==> src/rtl/tilt_pkg.sv <==
// tilt_pkg: shared axis state encoding and threshold/timeout helpers for the tilt decoder.
package tilt_pkg;

    typedef enum logic [2:0] {
        NEUTRAL  = 3'd0,
        PEND_POS = 3'd1,
        POS      = 3'd2,
        PEND_NEG = 3'd3,
        NEG      = 3'd4
    } axis_state_e;

    function automatic int t_on(input int deadband, input int hyst);
        return deadband + hyst;
    endfunction

    function automatic int stale_limit(input int simulate, input int sim_cnt, input int cycles);
        return (simulate != 0) ? sim_cnt : cycles;
    endfunction

endpackage

==> src/rtl/tilt_axis_fsm.sv <==
// tilt_axis_fsm: deadband/hysteresis/confirmation state machine for one tilt axis.
module tilt_axis_fsm
    import tilt_pkg::*;
#(
    parameter int DATA_WIDTH      = 12,
    parameter int DEADBAND        = 64,
    parameter int HYST            = 16,
    parameter int CONFIRM_SAMPLES = 3
) (
    input  logic                  clk_i,
    input  logic                  rst_ni,
    input  logic                  valid_i,
    input  logic                  force_i,
    input  logic signed [DATA_WIDTH:0] s_i,
    output logic                  pos_o,
    output logic                  neg_o
);

    localparam logic signed [DATA_WIDTH:0] TON  = (DATA_WIDTH+1)'(t_on(DEADBAND, HYST));
    localparam logic signed [DATA_WIDTH:0] TOFF = (DATA_WIDTH+1)'(DEADBAND);
    localparam logic [3:0] CONF = 4'(CONFIRM_SAMPLES);

    axis_state_e state_q, state_d;
    logic [3:0]  cnt_q, cnt_d;
    logic        hi, lo;

    assign hi = s_i > TON;
    assign lo = s_i < -TON;

    always_comb begin
        state_d = state_q;
        cnt_d   = cnt_q;
        if (force_i) begin
            state_d = NEUTRAL;
            cnt_d   = '0;
        end else if (valid_i) begin
            case (state_q)
                NEUTRAL: begin
                    if (hi) begin
                        state_d = (CONF == 4'd1) ? POS : PEND_POS;
                        cnt_d   = (CONF == 4'd1) ? 4'd0 : 4'd1;
                    end else if (lo) begin
                        state_d = (CONF == 4'd1) ? NEG : PEND_NEG;
                        cnt_d   = (CONF == 4'd1) ? 4'd0 : 4'd1;
                    end
                end
                PEND_POS: begin
                    state_d = !hi ? NEUTRAL : (cnt_q + 4'd1 == CONF) ? POS : PEND_POS;
                    cnt_d   = (!hi || cnt_q + 4'd1 == CONF) ? 4'd0 : cnt_q + 4'd1;
                end
                PEND_NEG: begin
                    state_d = !lo ? NEUTRAL : (cnt_q + 4'd1 == CONF) ? NEG : PEND_NEG;
                    cnt_d   = (!lo || cnt_q + 4'd1 == CONF) ? 4'd0 : cnt_q + 4'd1;
                end
                // Between T_OFF and T_ON the confirmed direction is held.
                POS:     state_d = (s_i <= TOFF) ? NEUTRAL : POS;
                NEG:     state_d = (s_i >= -TOFF) ? NEUTRAL : NEG;
                default: begin
                    state_d = NEUTRAL;
                    cnt_d   = '0;
                end
            endcase
        end
    end

    always_ff @(posedge clk_i or negedge rst_ni) begin
        if (!rst_ni) begin
            state_q <= NEUTRAL;
            cnt_q   <= '0;
        end else begin
            state_q <= state_d;
            cnt_q   <= cnt_d;
        end
    end

    // Next-state levels so the top's output registers track the state with one-cycle latency.
    assign pos_o = state_d == POS;
    assign neg_o = state_d == NEG;

endmodule

==> src/rtl/tilt_decoder.sv <==
// tilt_decoder: turns signed accelerometer X/Y samples into debounced ball-movement levels,
// with sample inversion, a stale-input timeout and registered direction outputs.
module tilt_decoder
    import tilt_pkg::*;
#(
    parameter int DATA_WIDTH         = 12,
    parameter int DEADBAND           = 64,
    parameter int HYST               = 16,
    parameter int CONFIRM_SAMPLES    = 3,
    parameter int INVERT_X           = 0,
    parameter int INVERT_Y           = 0,
    parameter int STALE_CYCLES       = 2000000,
    parameter int SIMULATE           = 0,
    parameter int SIMULATE_STALE_CNT = 20
) (
    input  logic                         clk,
    input  logic                         reset,
    input  logic                         sample_valid,
    input  logic signed [DATA_WIDTH-1:0] accel_x,
    input  logic signed [DATA_WIDTH-1:0] accel_y,
    output logic                         x_increment,
    output logic                         x_decrement,
    output logic                         y_increment,
    output logic                         y_decrement,
    output logic                         stale
);

    localparam int LIMIT = stale_limit(SIMULATE, SIMULATE_STALE_CNT, STALE_CYCLES);
    localparam int CW    = $clog2(LIMIT);
    localparam logic [CW-1:0] TOP = CW'(LIMIT - 1);

    logic signed [DATA_WIDTH:0] sx, sy;
    logic [CW-1:0] cnt_q, cnt_d;
    logic          stale_q, stale_d, expire;
    logic          x_pos, x_neg, y_pos, y_neg;
    logic          x_inc_q, x_dec_q, y_inc_q, y_dec_q;

    // One extra bit so negating the most negative sample cannot wrap.
    assign sx = (INVERT_X != 0) ? -{accel_x[DATA_WIDTH-1], accel_x} : {accel_x[DATA_WIDTH-1], accel_x};
    assign sy = (INVERT_Y != 0) ? -{accel_y[DATA_WIDTH-1], accel_y} : {accel_y[DATA_WIDTH-1], accel_y};

    always_comb begin
        cnt_d   = sample_valid ? '0 : (cnt_q == TOP) ? cnt_q : cnt_q + 1'b1;
        expire  = !sample_valid && (cnt_d == TOP);
        stale_d = sample_valid ? 1'b0 : (expire | stale_q);
    end

    tilt_axis_fsm #(
        .DATA_WIDTH(DATA_WIDTH), .DEADBAND(DEADBAND), .HYST(HYST), .CONFIRM_SAMPLES(CONFIRM_SAMPLES)
    ) u_x (
        .clk_i(clk), .rst_ni(reset), .valid_i(sample_valid), .force_i(expire),
        .s_i(sx), .pos_o(x_pos), .neg_o(x_neg)
    );

    tilt_axis_fsm #(
        .DATA_WIDTH(DATA_WIDTH), .DEADBAND(DEADBAND), .HYST(HYST), .CONFIRM_SAMPLES(CONFIRM_SAMPLES)
    ) u_y (
        .clk_i(clk), .rst_ni(reset), .valid_i(sample_valid), .force_i(expire),
        .s_i(sy), .pos_o(y_pos), .neg_o(y_neg)
    );

    always_ff @(posedge clk or negedge reset) begin
        if (!reset) begin
            cnt_q   <= '0;
            stale_q <= 1'b1;
            x_inc_q <= 1'b0;
            x_dec_q <= 1'b0;
            y_inc_q <= 1'b0;
            y_dec_q <= 1'b0;
        end else begin
            cnt_q   <= cnt_d;
            stale_q <= stale_d;
            x_inc_q <= x_pos && !stale_d;
            x_dec_q <= x_neg && !stale_d;
            y_inc_q <= y_pos && !stale_d;
            y_dec_q <= y_neg && !stale_d;
        end
    end

    assign x_increment = x_inc_q;
    assign x_decrement = x_dec_q;
    assign y_increment = y_inc_q;
    assign y_decrement = y_dec_q;
    assign stale       = stale_q;

endmodule
==> config.mk <==
export PLATFORM = sky130hd
export DESIGN_NAME = tilt_decoder
export DESIGN_NICKNAME = d
export VERILOG_FILES = /design/src/rtl/tilt_pkg.sv /design/src/rtl/tilt_axis_fsm.sv /design/src/rtl/tilt_decoder.sv
export SDC_FILE = /design/constraint.sdc
export NUM_CORES = 1
export LEC_CHECK = 0
export BUFFER_PORTS_ARGS = -buffer_cell sky130_fd_sc_hd__buf_2
export CAP_MARGIN = 20
export CORE_MARGIN = 2
export CORE_UTILIZATION = 40
export DETAILED_ROUTE_END_ITERATION = 10
export GPL_TIMING_DRIVEN = 0
export PLACE_DENSITY = 0.67
export SYNTH_ARGS = -nofsm -noshare
export SYNTH_HDL_FRONTEND = slang
export SYNTH_SLANG_ARGS = --single-unit
==> constraint.sdc <==
create_clock -name clk -period 2.9 [get_ports clk]
set_clock_uncertainty 0.15 [all_clocks]
set_input_delay 0.58 -clock clk [delete_from_list [all_inputs] [get_ports clk]]
set_output_delay 0.58 -clock clk [all_outputs]
set_load 0.02 [all_outputs]
* Word level (Yosys, flattened, before mapping)
Cells that the tools add are included.
** Cells by class
- $add $sub $neg :: 3
- Magnitude comparators :: 8
- Equal/unequal tests :: 20
- Multiplexer cells :: 39
- Bitwise gates (word level) :: 1
- Reductions and logical operators :: 22
** Operators by type and width (count)
- 3-bit 2-to-1 mux :: 16
- 4-bit 2-to-1 mux :: 12
- 21-bit == test (second input constant) :: 2
- 21-bit 2-to-1 mux :: 2
- 4-bit one-hot mux with 4 select lines :: 2
- 3-bit one-hot mux with 5 select lines :: 2
- 12-bit by 7-bit greater-or-equal comparator with 1-bit output (second input constant) :: 2
- 12-bit by 8-bit greater-than comparator with 1-bit output (second input constant) :: 2
- 12-bit by 8-bit <= comparator with 1-bit output (second input constant) :: 2
- 12-bit by 8-bit < comparator with 1-bit output (second input constant) :: 2
- 21-bit by 1-bit adder with 21-bit output (second input constant) :: 1
- 3-bit by 2-bit == test with 1-bit output (second input constant) :: 6
- 3-bit == test (second input constant) :: 4
- 4-bit by 1-bit adder with 4-bit output (second input constant) :: 2
- 4-bit by 2-bit == test with 1-bit output (second input constant) :: 2
- 2-bit 2-to-1 mux :: 4
- 4-bit by 2-bit inequality test with 1-bit output (second input constant) :: 2
- 3-bit by 1-bit == test with 1-bit output (second input constant) :: 2
- 1-bit zero test :: 6
- 3-bit zero test :: 2
- 3-bit AND reduction :: 2
- 1-bit logical AND :: 5
- 1-bit logical OR :: 4
- 2-bit by 1-bit inequality test with 1-bit output (second input constant) :: 2
- 4 further kinds :: 5
** Storage, ports and cells
- Bits in registers :: 40
- Output and inout bits :: 5
- Word-level logic and storage cells :: 103

* Longest topological paths before layout
Gate-level depths: netlist of run 1.
- Word-level depth :: 9
- Mapped depth :: 10
- Mapped depth without buffers :: 9

* By module
From an unflattened synthesis of run 1, not the netlist that was laid out.
** Unflattened totals
- Cells, all modules :: 334
- Area total of the unflattened synthesis :: 2996.6 um^2
** By module, submodules not included
- tilt_decoder :: instances 1, cells an instance 165, area an instance 1551.5 um^2
- tilt_axis_fsm at u_y :: instances 1, cells an instance 84, area an instance 747.0 um^2
- tilt_axis_fsm at u_x :: instances 1, cells an instance 85, area an instance 698.2 um^2

* Least setup slack after synthesis of run 1
OpenSTA, ideal clock, no wires.
- Kind :: register -> register
- Start point :: register cnt_q[9]
- End point :: register u_x.state_q[0]
- Setup time :: 0.132 ns
- Arrival time :: 2.634 ns
- Data required time :: 2.618 ns
- Slack :: -0.015 ns
- Cell stages (with the launch flop) :: 10
- Path buffers :: 2
- Clock period less this slack :: 2.915 ns
- Path through :: dfrtp_1 -> buf_2 -> or4b_2 -> nor4_4 -> a21oi_1 -> xor2_1 -> nand4_1 -> nor4_4 -> buf_6 -> nor2_1
** On the way
- Cells in the longest elaborated chain, start to end :: 6
- Elaborated cells on any way between the ends :: 7
- Those cells by class :: add/sub: 1; eq/ne: 2; mux: 3; reduce/logical: 1
** Ends and longest elaborated chain
- start, declared :: line tilt_decoder.sv:33 : logic [CW-1:0] cnt_q, cnt_d;
- start signal, assigned :: line tilt_decoder.sv:71 : cnt_q <= cnt_d;
- 21-bit by 1-bit adder with 21-bit output / 21-bit == test (equally long branches) :: line tilt_decoder.sv:43 : cnt_d = sample_valid ? '0 : (cnt_q == TOP) ? cnt_q : cnt_q + 1'b1;
- 21-bit 2-to-1 mux (*) (2 in a row) :: line tilt_decoder.sv:43
- 21-bit == test (*) :: line tilt_decoder.sv:44 : expire = !sample_valid && (cnt_d == TOP);
- 1-bit logical AND (*) :: line tilt_decoder.sv:44
- 3-bit 2-to-1 mux (*) :: line tilt_axis_fsm.sv:33 : if (force_i) begin
- via u_x.state_d[0] :: line tilt_axis_fsm.sv:23 : axis_state_e state_q, state_d;
- end signal, assigned :: line tilt_axis_fsm.sv:71 : state_q <= state_d;
- end, declared :: line tilt_axis_fsm.sv:23
The timed path passes the listed nets; every way through them passes the cells marked *.
A chain may end at the register's enable or synchronous reset.

* Final worst setup path of run 1
- Start point :: register cnt_q[9]
- End point :: register x_inc_q, in the netlist x_increment
** On the way
- Cells in the longest elaborated chain, start to end :: 9
- Elaborated cells on any way between the ends :: 12
- Those cells by class :: add/sub: 1; eq/ne: 3; mux: 4; bitwise: 1; reduce/logical: 3
** Ends and longest elaborated chain
- 21-bit by 1-bit adder with 21-bit output / 21-bit == test (equally long branches) :: line tilt_decoder.sv:43
- 21-bit 2-to-1 mux (*) (2 in a row) :: line tilt_decoder.sv:43
- 21-bit == test (*) :: line tilt_decoder.sv:44
- 1-bit logical AND (*) :: line tilt_decoder.sv:44
- 1-bit bitwise OR :: line tilt_decoder.sv:45 : stale_d = sample_valid ? 1'b0 : (expire | stale_q);
- 1-bit 2-to-1 mux :: line tilt_decoder.sv:45
- 1-bit zero test :: line tilt_decoder.sv:73 : x_inc_q <= x_pos && !stale_d;
- 1-bit logical AND (*) :: line tilt_decoder.sv:73
- end signal, assigned :: line tilt_decoder.sv:73
- end, declared :: line tilt_decoder.sv:36 : logic x_inc_q, x_dec_q, y_inc_q, y_dec_q;
Every way passes the cells marked *; elsewhere a longest branch is shown, timed or not.

==> impl_summary.log, run 1 <==
[metrics] CP Cell Sequence: buf_4, or4b_4, nor4_4, buf_4, buf_4, a31oi_1, nor4b_2, nand4_1, o2111ai_1, nand2_1
[metrics] count of cell types in the netlist: 61
[metrics] Hold Buf Count CTS: 0
[metrics] prevailing post-synth register cell: sky130_fd_sc_hd__dfrtp_1
[metrics] number of enable flip-flop cells after synthesis: 0
[metrics] Most Frequent Cell on Critical Path: sky130_fd_sc_hd__buf_4
[metrics] initial antenna violation count: 0
[metrics] share of the core filled with cells: 50.39%
[metrics] # DRC: 0
[metrics] biggest cell delay along the critical path: 0.53 ns
[metrics] routed via count divided by cell count: 5.859
[metrics] final hold violation count: 0
[metrics] Max Cap Viol: 0
[metrics] total congestion overflow: 0
[metrics] Area after DPL: 3032 um^2
[metrics] Top Ports: 32
[metrics] routability congestion estimate from global placement: 0.8564
[metrics] worst setup slack for register-to-register paths: 0.11 ns
[metrics] number of cells traversed by the worst register-to-register path: 10
[metrics] share of Yosys cell area claimed by the top area cell type: 35.15%
[metrics] fraction of layout instances using a drive strength above 1: 27.30%
[metrics] final std cells w/o fill: 461
[metrics] final worst path period need: 2.793 ns
[metrics] pwr dens: 495.0 nW/um^2
[metrics] post-layout worst setup margin: 0.1074 ns
[metrics] first-pass GRT wire length: 11,380 um
[metrics] DIE AREA: 7623 um^2
[metrics] start point of the critical path: cnt_q[9]
[metrics] net count after synthesis: 353
[metrics] total instance count after detailed placement: 432
[metrics] Total Power: 1.685 mW
[metrics] class of the tightest hold or removal check: in2async
[metrics] Skew-Pair Late Insertion Delay: 0.29 ns
[metrics] f_max: 358.1 MHz
[metrics] number of global-route vias before repair: 2,518
[metrics] max-slew violation total from the final report: 0
[metrics] final wirelength: 6952 um
[metrics] Post-Syn Area per Cell: 8.649 um^2
[metrics] worst setup path category: reg2reg
[metrics] Seq/Total Area, Yosys: 36.10%
[metrics] residual antenna-violating net count after detailed routing: 0
[metrics] DP Wirelength: 4840 um
[metrics] endpoint class of the critical path: flip-flop
[metrics] pre-CTS worst setup slack: -0.4856 ns
[metrics] clk root buf: sky130_fd_sc_hd__clkbuf_8
[metrics] Syn. warnings: 0
[metrics] cell area after layout: 3405 um^2
[metrics] number of DRC markers after the initial detailed-route iteration: 143
[metrics] net count reported at finish: 412
[metrics] worst reg2reg endpoint: x_increment
[metrics] synth top area cells: sky130_fd_sc_hd__dfrtp_1 (35%), sky130_fd_sc_hd__a21oi_1 (4.5%), sky130_fd_sc_hd__nor2_1 (3.9%)
[metrics] Area Overhead vs Synth: 22.62%
[metrics] cell type contributing the most total cell area after synthesis: sky130_fd_sc_hd__dfrtp_1
[metrics] highest-delay cell along the critical path: sky130_fd_sc_hd__or4b_4
[metrics] flop and latch count out of synthesis: 40
[metrics] Data arrival, critical path: 2.82 ns
[metrics] TritonCTS buffer count: 5
[metrics] Port Buffers: 31
[metrics] status: complete, no violations
[metrics] clock net sink count: 40
[metrics] gate count of the mapped netlist: 321
[metrics] via count of the routed design: 2,701
[metrics] starting utilization of the core area: 41.09%
[metrics] required time reported for the critical path endpoint: 2.93 ns
[metrics] placement row count: 30
[metrics] CTS tree: yes
[metrics] antenna cells: 0
[metrics] cell area after synthesis: 2776 um^2
[metrics] share of the clock period used by the worst path: 96.30%
[metrics] core footprint: 6756 um^2
[metrics] Clock transition at path regs: 0.08 ns
[metrics] area occupied by registers: 1010 um^2
[metrics] Die H: 87.31 um
[metrics] element type at the critical path start: flip-flop
[metrics] die boundary width: 87.31 um
[metrics] endpoints failing setup: 0
[metrics] maximum fanout along the worst path: 9
[metrics] capturing element of the worst setup path: x_increment
[metrics] Global Route Usage Sum: 18.37%
[metrics] Post-synth ARST share: 100.0%
[metrics] launch instance of the worst register-to-register path: cnt_q[9]
[metrics] count of TritonRoute iterations in the first routing pass: 4
[metrics] worst-margin pin slew: 0.9034 ns
[metrics] normalized max-slew margin: 39.77%
[metrics] H-tree lvl count: 2
[metrics] worst IR drop on VDD: 0.0002899 V
[metrics] worst-case clock buffer depth: 2
[metrics] fill cell total of the finished layout: 633
[metrics] post-detailed-route wirelength per cell: 15.08 um
[metrics] maximum number of pins on one net before global-route repair: 41
[metrics] Static Leakage: 1.464 nW
[metrics] area of combinational cells with multiple inputs: 1718 um^2
-- worst max-delay path, delay by kind of cell (launching register included) --
kind | cells | cell delay, ns
buffers and inverters | 3 | 0.45
AND/OR/NAND/NOR | 5 | 1.36
flip-flops | 1 | 0.37
AO/OA/AOI/OAI | 2 | 0.35
-- state kept, by name (all words and copies together), names as in the netlist --
name / cells
stale: 1
u_x.cnt_q: 4
y_increment: 1
u_x.state_q: 3
cnt_q: 21
y_decrement: 1
x_increment: 1
u_y.state_q: 3
x_decrement: 1
u_y.cnt_q: 4
-- metrics by stage --
stage	hold slack, ns	TNS [ns]
after global routing	0.3186	-0.004815
after floorplan	0.1344	0
after global placement	0.3740	-7.920
after CTS	0.2898	0
after detailed placement	0.3826	-7.845
final	0.2431	0
-- cell usage after synthesis, types with 2 or more instances --
library cell / n
sky130_fd_sc_hd__a2111oi_0: 2
sky130_fd_sc_hd__a211oi_1: 8
sky130_fd_sc_hd__a21o_1: 2
sky130_fd_sc_hd__a21oi_1: 25
sky130_fd_sc_hd__a221oi_1: 3
sky130_fd_sc_hd__a22oi_1: 2
sky130_fd_sc_hd__a31oi_1: 4
sky130_fd_sc_hd__and2_1: 2
sky130_fd_sc_hd__and3_1: 4
sky130_fd_sc_hd__and4_1: 4
sky130_fd_sc_hd__buf_2: 7
sky130_fd_sc_hd__buf_4: 2
sky130_fd_sc_hd__clkbuf_1: 3
sky130_fd_sc_hd__dfrtp_1: 39
sky130_fd_sc_hd__ha_1: 5
sky130_fd_sc_hd__inv_1: 12
sky130_fd_sc_hd__mux2_2: 2
sky130_fd_sc_hd__nand2_1: 23
sky130_fd_sc_hd__nand2b_1: 5
sky130_fd_sc_hd__nand3_1: 15
sky130_fd_sc_hd__nand3b_1: 3
sky130_fd_sc_hd__nand4_1: 15
sky130_fd_sc_hd__nor2_1: 29
sky130_fd_sc_hd__nor2b_1: 10
sky130_fd_sc_hd__nor3_1: 8
sky130_fd_sc_hd__nor4_1: 7
sky130_fd_sc_hd__nor4_4: 2
sky130_fd_sc_hd__nor4b_1: 4
sky130_fd_sc_hd__o2111ai_1: 2
sky130_fd_sc_hd__o211ai_1: 3
sky130_fd_sc_hd__o21a_1: 4
sky130_fd_sc_hd__o21ai_0: 16
sky130_fd_sc_hd__o22ai_1: 2
sky130_fd_sc_hd__o31ai_1: 2
sky130_fd_sc_hd__o41ai_1: 2
sky130_fd_sc_hd__or2_2: 3
sky130_fd_sc_hd__or3_1: 3
sky130_fd_sc_hd__or4_1: 3
sky130_fd_sc_hd__or4b_2: 2
sky130_fd_sc_hd__xnor2_1: 5
sky130_fd_sc_hd__xor2_1: 7
-- per-layer routing --
layer,global-route usage [%],up-vias,share of wire (%)
met5,0,-,0
met4,4.615,0,0.99
met3,3.033,8,2.9
met2,32.30,42,52
met1,23.30,1312,44
li1,-,1339,-
-- worst min path at each step --
stage                      start           end  slack, ns  cells past startpoint
global route               reset  u_y.cnt_q[3]       0.32                      1
CTS                        reset  u_x.cnt_q[3]       0.29                      1
global placement    u_y.cnt_q[3]  u_y.cnt_q[3]       0.37                      2
detailed placement  u_y.cnt_q[3]  u_y.cnt_q[3]       0.38                      2
finish                     reset   x_decrement       0.24                      1
floorplan                  reset      cnt_q[0]       0.13                      0
-- report_power, final --
part	internal [mW]	switching (mW)	leakage, nW
combinational	0.207	0.285	0.879
clock	0.259	0.209	0.0548
sequential	0.631	0.0949	0.530
-- logic make-up (layout without fill, tap and decap cells) --
family | after synthesis | after routing | share of synthesized area, %
compound gates | 89 | 89 | 21.77
xor+xnor | 12 | 12 | 3.785
fa+ha+maj | 5 | 5 | 2.253
mux | 3 | 3 | 1.172
flops | 40 | 40 | 36.10
buf+inv | 26 | 86 | 4.371
simple gates | 146 | 146 | 30.55
-- area by class of cell --
class / count / area share [%]
Clock buffer: 5 / 2.021
Inverter: 12 / 1.323
Timing Repair Buffer: 52 / 9.188
Sequential cell: 40 / 29.66
Multi-Input combinational cell: 255 / 50.46
Buffer: 14 / 3.050
Clock inverter: 3 / 1.360
Tap cell: 80 / 2.940
-- layout by cell type (no fill, tap or decap), types with 4 or more instances in the layout --
master	synthesis	routed
sky130_fd_sc_hd__dfrtp_1	39	33
sky130_fd_sc_hd__a31oi_1	4	4
sky130_fd_sc_hd__xor2_1	7	7
sky130_fd_sc_hd__o21ai_0	16	15
sky130_fd_sc_hd__nand2_1	23	22
sky130_fd_sc_hd__nand3_1	15	15
sky130_fd_sc_hd__inv_1	12	12
sky130_fd_sc_hd__nor2_1	29	29
sky130_fd_sc_hd__buf_6	1	4
sky130_fd_sc_hd__nand4_1	15	15
sky130_fd_sc_hd__a21oi_1	25	25
sky130_fd_sc_hd__buf_2	7	32
sky130_fd_sc_hd__nor3_1	8	8
sky130_fd_sc_hd__ha_1	5	4
sky130_fd_sc_hd__nor4_1	7	5
sky130_fd_sc_hd__nand2b_1	5	5
sky130_fd_sc_hd__o21a_1	4	4
sky130_fd_sc_hd__dfrtp_2	0	6
sky130_fd_sc_hd__xnor2_1	5	5
sky130_fd_sc_hd__nor2b_1	10	10
sky130_fd_sc_hd__clkbuf_8	0	5
sky130_fd_sc_hd__a211oi_1	8	8
sky130_fd_sc_hd__buf_4	2	24
-- repair_timing --
item / 4_1_cts / 5_1_grt
resized for setup: 10 / 25
pin swaps: 7 / 9
endpoints found under the setup margin: 19 / 19
buffers inserted: 14 / 6
cloned: 1 / 0
Note: power is estimated with default switching activity, not from simulation.
==> inputs of run 2 (changes only) <==
--- a/config.mk
+++ b/config.mk
@@ -7,11 +7,13 @@
 export LEC_CHECK = 0
 export BUFFER_PORTS_ARGS = -buffer_cell sky130_fd_sc_hd__buf_2
 export CAP_MARGIN = 20
+export CELL_PAD_IN_SITES_DETAIL_PLACEMENT = 2
+export CELL_PAD_IN_SITES_GLOBAL_PLACEMENT = 2
 export CORE_MARGIN = 2
-export CORE_UTILIZATION = 40
+export CORE_UTILIZATION = 32
 export DETAILED_ROUTE_END_ITERATION = 10
 export GPL_TIMING_DRIVEN = 0
-export PLACE_DENSITY = 0.67
+export PLACE_DENSITY = 0.83
 export SYNTH_ARGS = -nofsm -noshare
 export SYNTH_HDL_FRONTEND = slang
 export SYNTH_SLANG_ARGS = --single-unit
==> constraint.sdc (replaced) <==
create_clock -name clk -period 2.9 [get_ports clk]
set_clock_uncertainty 0.15 [all_clocks]
set_input_delay 0.145 -clock clk [delete_from_list [all_inputs] [get_ports clk]]
set_output_delay 0.145 -clock clk [all_outputs]
set_load 0.02 [all_outputs]
==> run 2 against run 1 <==
  * Worst hold slack worse by 0.043 ns
  * Critical path depth unchanged
  * Total power up 0.19%
  * The flow now finishes with violations (negative setup slack)
  * Global-route usage up 3.2 points
  * Flip-flop and latch count unchanged
  * Largest power group unchanged
  * Core utilization down 6.4 points
  * Clock-buffer cell count up 1
  * Cell area up 7.1%
  * Via count up 6.2%
  * Fmax down 4.1%
  * Sequential power up 2%
==> impl_summary.log, run 2 (same netlist as run 1, synthesis figures left out) <==
[metrics] Max Cap Viol: 0 (unchanged)
[metrics] post-layout worst setup margin: -0.01163 ns (-0.1190 ns)
[metrics] fill cell total of the finished layout: 928 (+47%)
[metrics] class of the tightest hold or removal check: in2reg
[metrics] number of global-route vias before repair: 3,180 (+26%)
[metrics] routability congestion estimate from global placement: 0.7859 (-8.2%)
[metrics] # DRC: 0 (unchanged)
[metrics] share of the core filled with cells: 43.95% (-6.4 points)
[metrics] unrepaired setup endpoints after global routing: yes
[metrics] Area after DPL: 3063 um^2 (+1.0%)
[metrics] total congestion overflow: 0 (unchanged)
[metrics] pwr dens: 463.0 nW/um^2 (-6.5%)
[metrics] endpoints failing setup: 2 (+2)
[metrics] worst IR drop on VDD: 0.0001780 V (-39%)
[metrics] worst-case clock buffer depth: 2 (unchanged)
[metrics] clk root buf: sky130_fd_sc_hd__clkbuf_8
[metrics] biggest cell delay along the critical path: 0.53 ns (about the same)
[metrics] amount of wire on met3 after detailed routing: 200 um (-2.4%)
[metrics] CTS tree: yes
[metrics] worst-margin pin slew: 0.9682 ns (+0.06482 ns)
[metrics] most common cell after layout, fill and taps aside: sky130_fd_sc_hd__buf_4
[metrics] initial antenna violation count: 0 (unchanged)
[metrics] residual antenna-violating net count after detailed routing: 0 (unchanged)
[metrics] DIE AREA: 9437 um^2 (+24%)
[metrics] maximum fanout along the worst path: 8 (-1)
[metrics] final std cells w/o fill: 500 (+8.5%)
[metrics] via count of the routed design: 2,869 (+6.2%)
[metrics] placement row count: 33 (+10%)
[metrics] total routed wire length on the met1 layer: 4272 um (+39%)
[metrics] core footprint: 8299 um^2 (+23%)
[metrics] final wirelength: 10,450 um (+50%)
[metrics] element type at the critical path start: flip-flop
[metrics] first-pass GRT wire length: 16,610 um (+46%)
[metrics] Static Leakage: 1.554 nW (+6.1%)
[metrics] DP Wirelength: 6719 um (+39%)
[metrics] normalized max-slew margin: 35.45% (-4.3 points)
[metrics] Area Overhead vs Synth: 31.37%
[metrics] DR WL met2: 5748 um (+59%)
[metrics] starting utilization of the core area: 33.45% (-7.6 points)
[metrics] Top Ports: 32 (unchanged)
[metrics] commonest cells after routing, fill and taps aside: sky130_fd_sc_hd__buf_4 (34), sky130_fd_sc_hd__dfrtp_1 (31), sky130_fd_sc_hd__buf_2 (31)
[metrics] routed via count divided by cell count: 5.738 (-2.1%)
[metrics] post-detailed-route wirelength per cell: 20.89 um (+39%)
[metrics] clock net sink count: 40 (unchanged)
[metrics] status: finished, violations left
[metrics] highest-delay cell along the critical path: sky130_fd_sc_hd__or4b_4
[metrics] fraction of layout instances using a drive strength above 1: 32.91% (+5.6 points)
[metrics] pre-CTS worst setup slack: -0.5591 ns (-0.07347 ns)
[metrics] required time reported for the critical path endpoint: 2.91 ns (-0.02 ns)
[metrics] register bank with the most flops: cnt_q
[metrics] endpoint class of the critical path: flip-flop
[metrics] largest registers: cnt_q: 21 flops, u_x.cnt_q: 4 flops, u_y.cnt_q: 4 flops
[metrics] Clock transition at path regs: 0.09 ns (about the same)
[metrics] TritonCTS buffer count: 5 (unchanged)
[metrics] sum of buffers and inverters on the critical path: 3 (unchanged)
[metrics] Data arrival, critical path: 2.93 ns (+0.11 ns)
[metrics] final hold violation count: 0 (unchanged)
[metrics] top layer in use: met4
[metrics] flip-flop count of the largest register after layout: 21 (unchanged)
[metrics] cell area after layout: 3647 um^2 (+7.1%)
[metrics] dominant delay contributor by cell family on the critical path: simple AND/OR/NAND/NOR gates
[metrics] Post-Route Setup TNS: -0.01892 ns (-0.01892 ns)
[metrics] H-tree lvl count: 2 (unchanged)
[metrics] die boundary width: 97.15 um (+11%)
[metrics] maximum number of pins on one net before global-route repair: 41 (unchanged)
[metrics] max-slew violation total from the final report: 0 (unchanged)
[metrics] CP Cell Sequence: buf_6, or4b_4, nor4_4, buf_4, nand2_4, o21ai_2, nand3_2, nor4_4, buf_4, a31oi_2
[metrics] Die H: 97.15 um (+11%)
[metrics] Skew-Pair Late Insertion Delay: 0.30 ns (about the same)
[metrics] antenna cells: 0 (unchanged)
[metrics] Port Buffers: 31 (unchanged)
[metrics] net count reported at finish: 426 (+3.4%)
[metrics] failing checks: negative setup slack
[metrics] worst setup path category: reg2reg
[metrics] number of DRC markers after the initial detailed-route iteration: 60 (-58%)
[metrics] worst hold slack: 0.1999 ns (-0.04325 ns)
[metrics] Global Route Usage Sum: 21.61% (+3.2 points)
[metrics] Total Power: 1.689 mW (+0.19%)
[metrics] f_max: 343.5 MHz (-4.1%)
[metrics] final worst path period need: 2.912 ns (+0.1190 ns)
[metrics] count of TritonRoute iterations in the first routing pass: 4 (unchanged)
[metrics] share of the clock period used by the worst path: 100.4% (+4.1 points)
[metrics] total instance count after detailed placement: 457 (+5.8%)
[run 2: cell count changes in the layout (fill, tap and decap cells not counted), sizes merged]
| cell | previous run | this run |
|---|---|---|
| buf | 60 | 74 |
| bufinv | 1 | 0 |
| clkinv | 0 | 2 |
| clkinvlp | 1 | 0 |
| dlygate4sd3 | 0 | 1 |
| inv | 13 | 12 |
[run 2: layer usage]
metal  vias to the layer above  GRT usage, %
li1                       1365             -
met1                      1450         25.64
met2                        35         39.42
met3                        19         3.165
met4                         0         7.801
met5                         -             0
[run 2: worst reg2reg max path, stage by stage, from the launching register on]
cell and delay [ns]:
sky130_fd_sc_hd__dfrtp_1 0.38, sky130_fd_sc_hd__buf_6 0.14, sky130_fd_sc_hd__or4b_4 0.53, sky130_fd_sc_hd__nor4_4 0.38
sky130_fd_sc_hd__buf_4 0.21, sky130_fd_sc_hd__nand2_4 0.07, sky130_fd_sc_hd__o21ai_2 0.15, sky130_fd_sc_hd__nand3_2 0.12
sky130_fd_sc_hd__nor4_4 0.38, sky130_fd_sc_hd__buf_4 0.21, sky130_fd_sc_hd__a31oi_2 0.05
[run 2: where the power goes]
group	total (mW)	internal (mW)	switching, mW	leakage (nW)
sequential	0.736	0.631	0.105	0.527
combinational	0.550	0.222	0.329	0.976
clock	0.402	0.190	0.212	0.0510
total	1.69	1.04	0.646	1.55
[run 2: area by class of cell]
cell class | instances | area (um^2) | share of cell area [%]
repair buffers | 67 | 429.2 | 11.77
well taps | 105 | 131.4 | 3.602
inverters | 12 | 45.04 | 1.235
plain buffers | 13 | 108.9 | 2.985
multi-input cells | 255 | 1828 | 50.12
clock buffers | 6 | 82.58 | 2.264
flip-flops and latches | 40 | 1012 | 27.75
clock inverters | 2 | 10.01 | 0.2744
[run 2: path summary, 6_finish.rpt]
path / start / end / slack [ns] / cells after the start
worst max-delay path: cnt_q[11] / u_y.state_q[0] / -0.01 / 10
worst min-delay path: sample_valid / cnt_q[3] / 0.20 / 3
worst max register to register: cnt_q[11] / u_y.state_q[0] / -0.01 / 10
worst min register to register: u_y.cnt_q[3] / u_y.cnt_q[3] / 0.42 / 2
max in group asynchronous: reset / cnt_q[0] / 1.53 / 2
min in group asynchronous: reset / u_y.cnt_q[1] / 0.39 / 2
[run 2: what timing repair did]
| action | in CTS | in global routing |
|---|---|---|
| endpoints found under the setup margin | 19 | 19 |
| pin swaps | 11 | 19 |
| cloned | 1 | 0 |
| hold endpoints to repair | 39 | 0 |
| hold buffers | 1 | 0 |
| setup buffers | 21 | 14 |
| resized for setup | 32 | 28 |
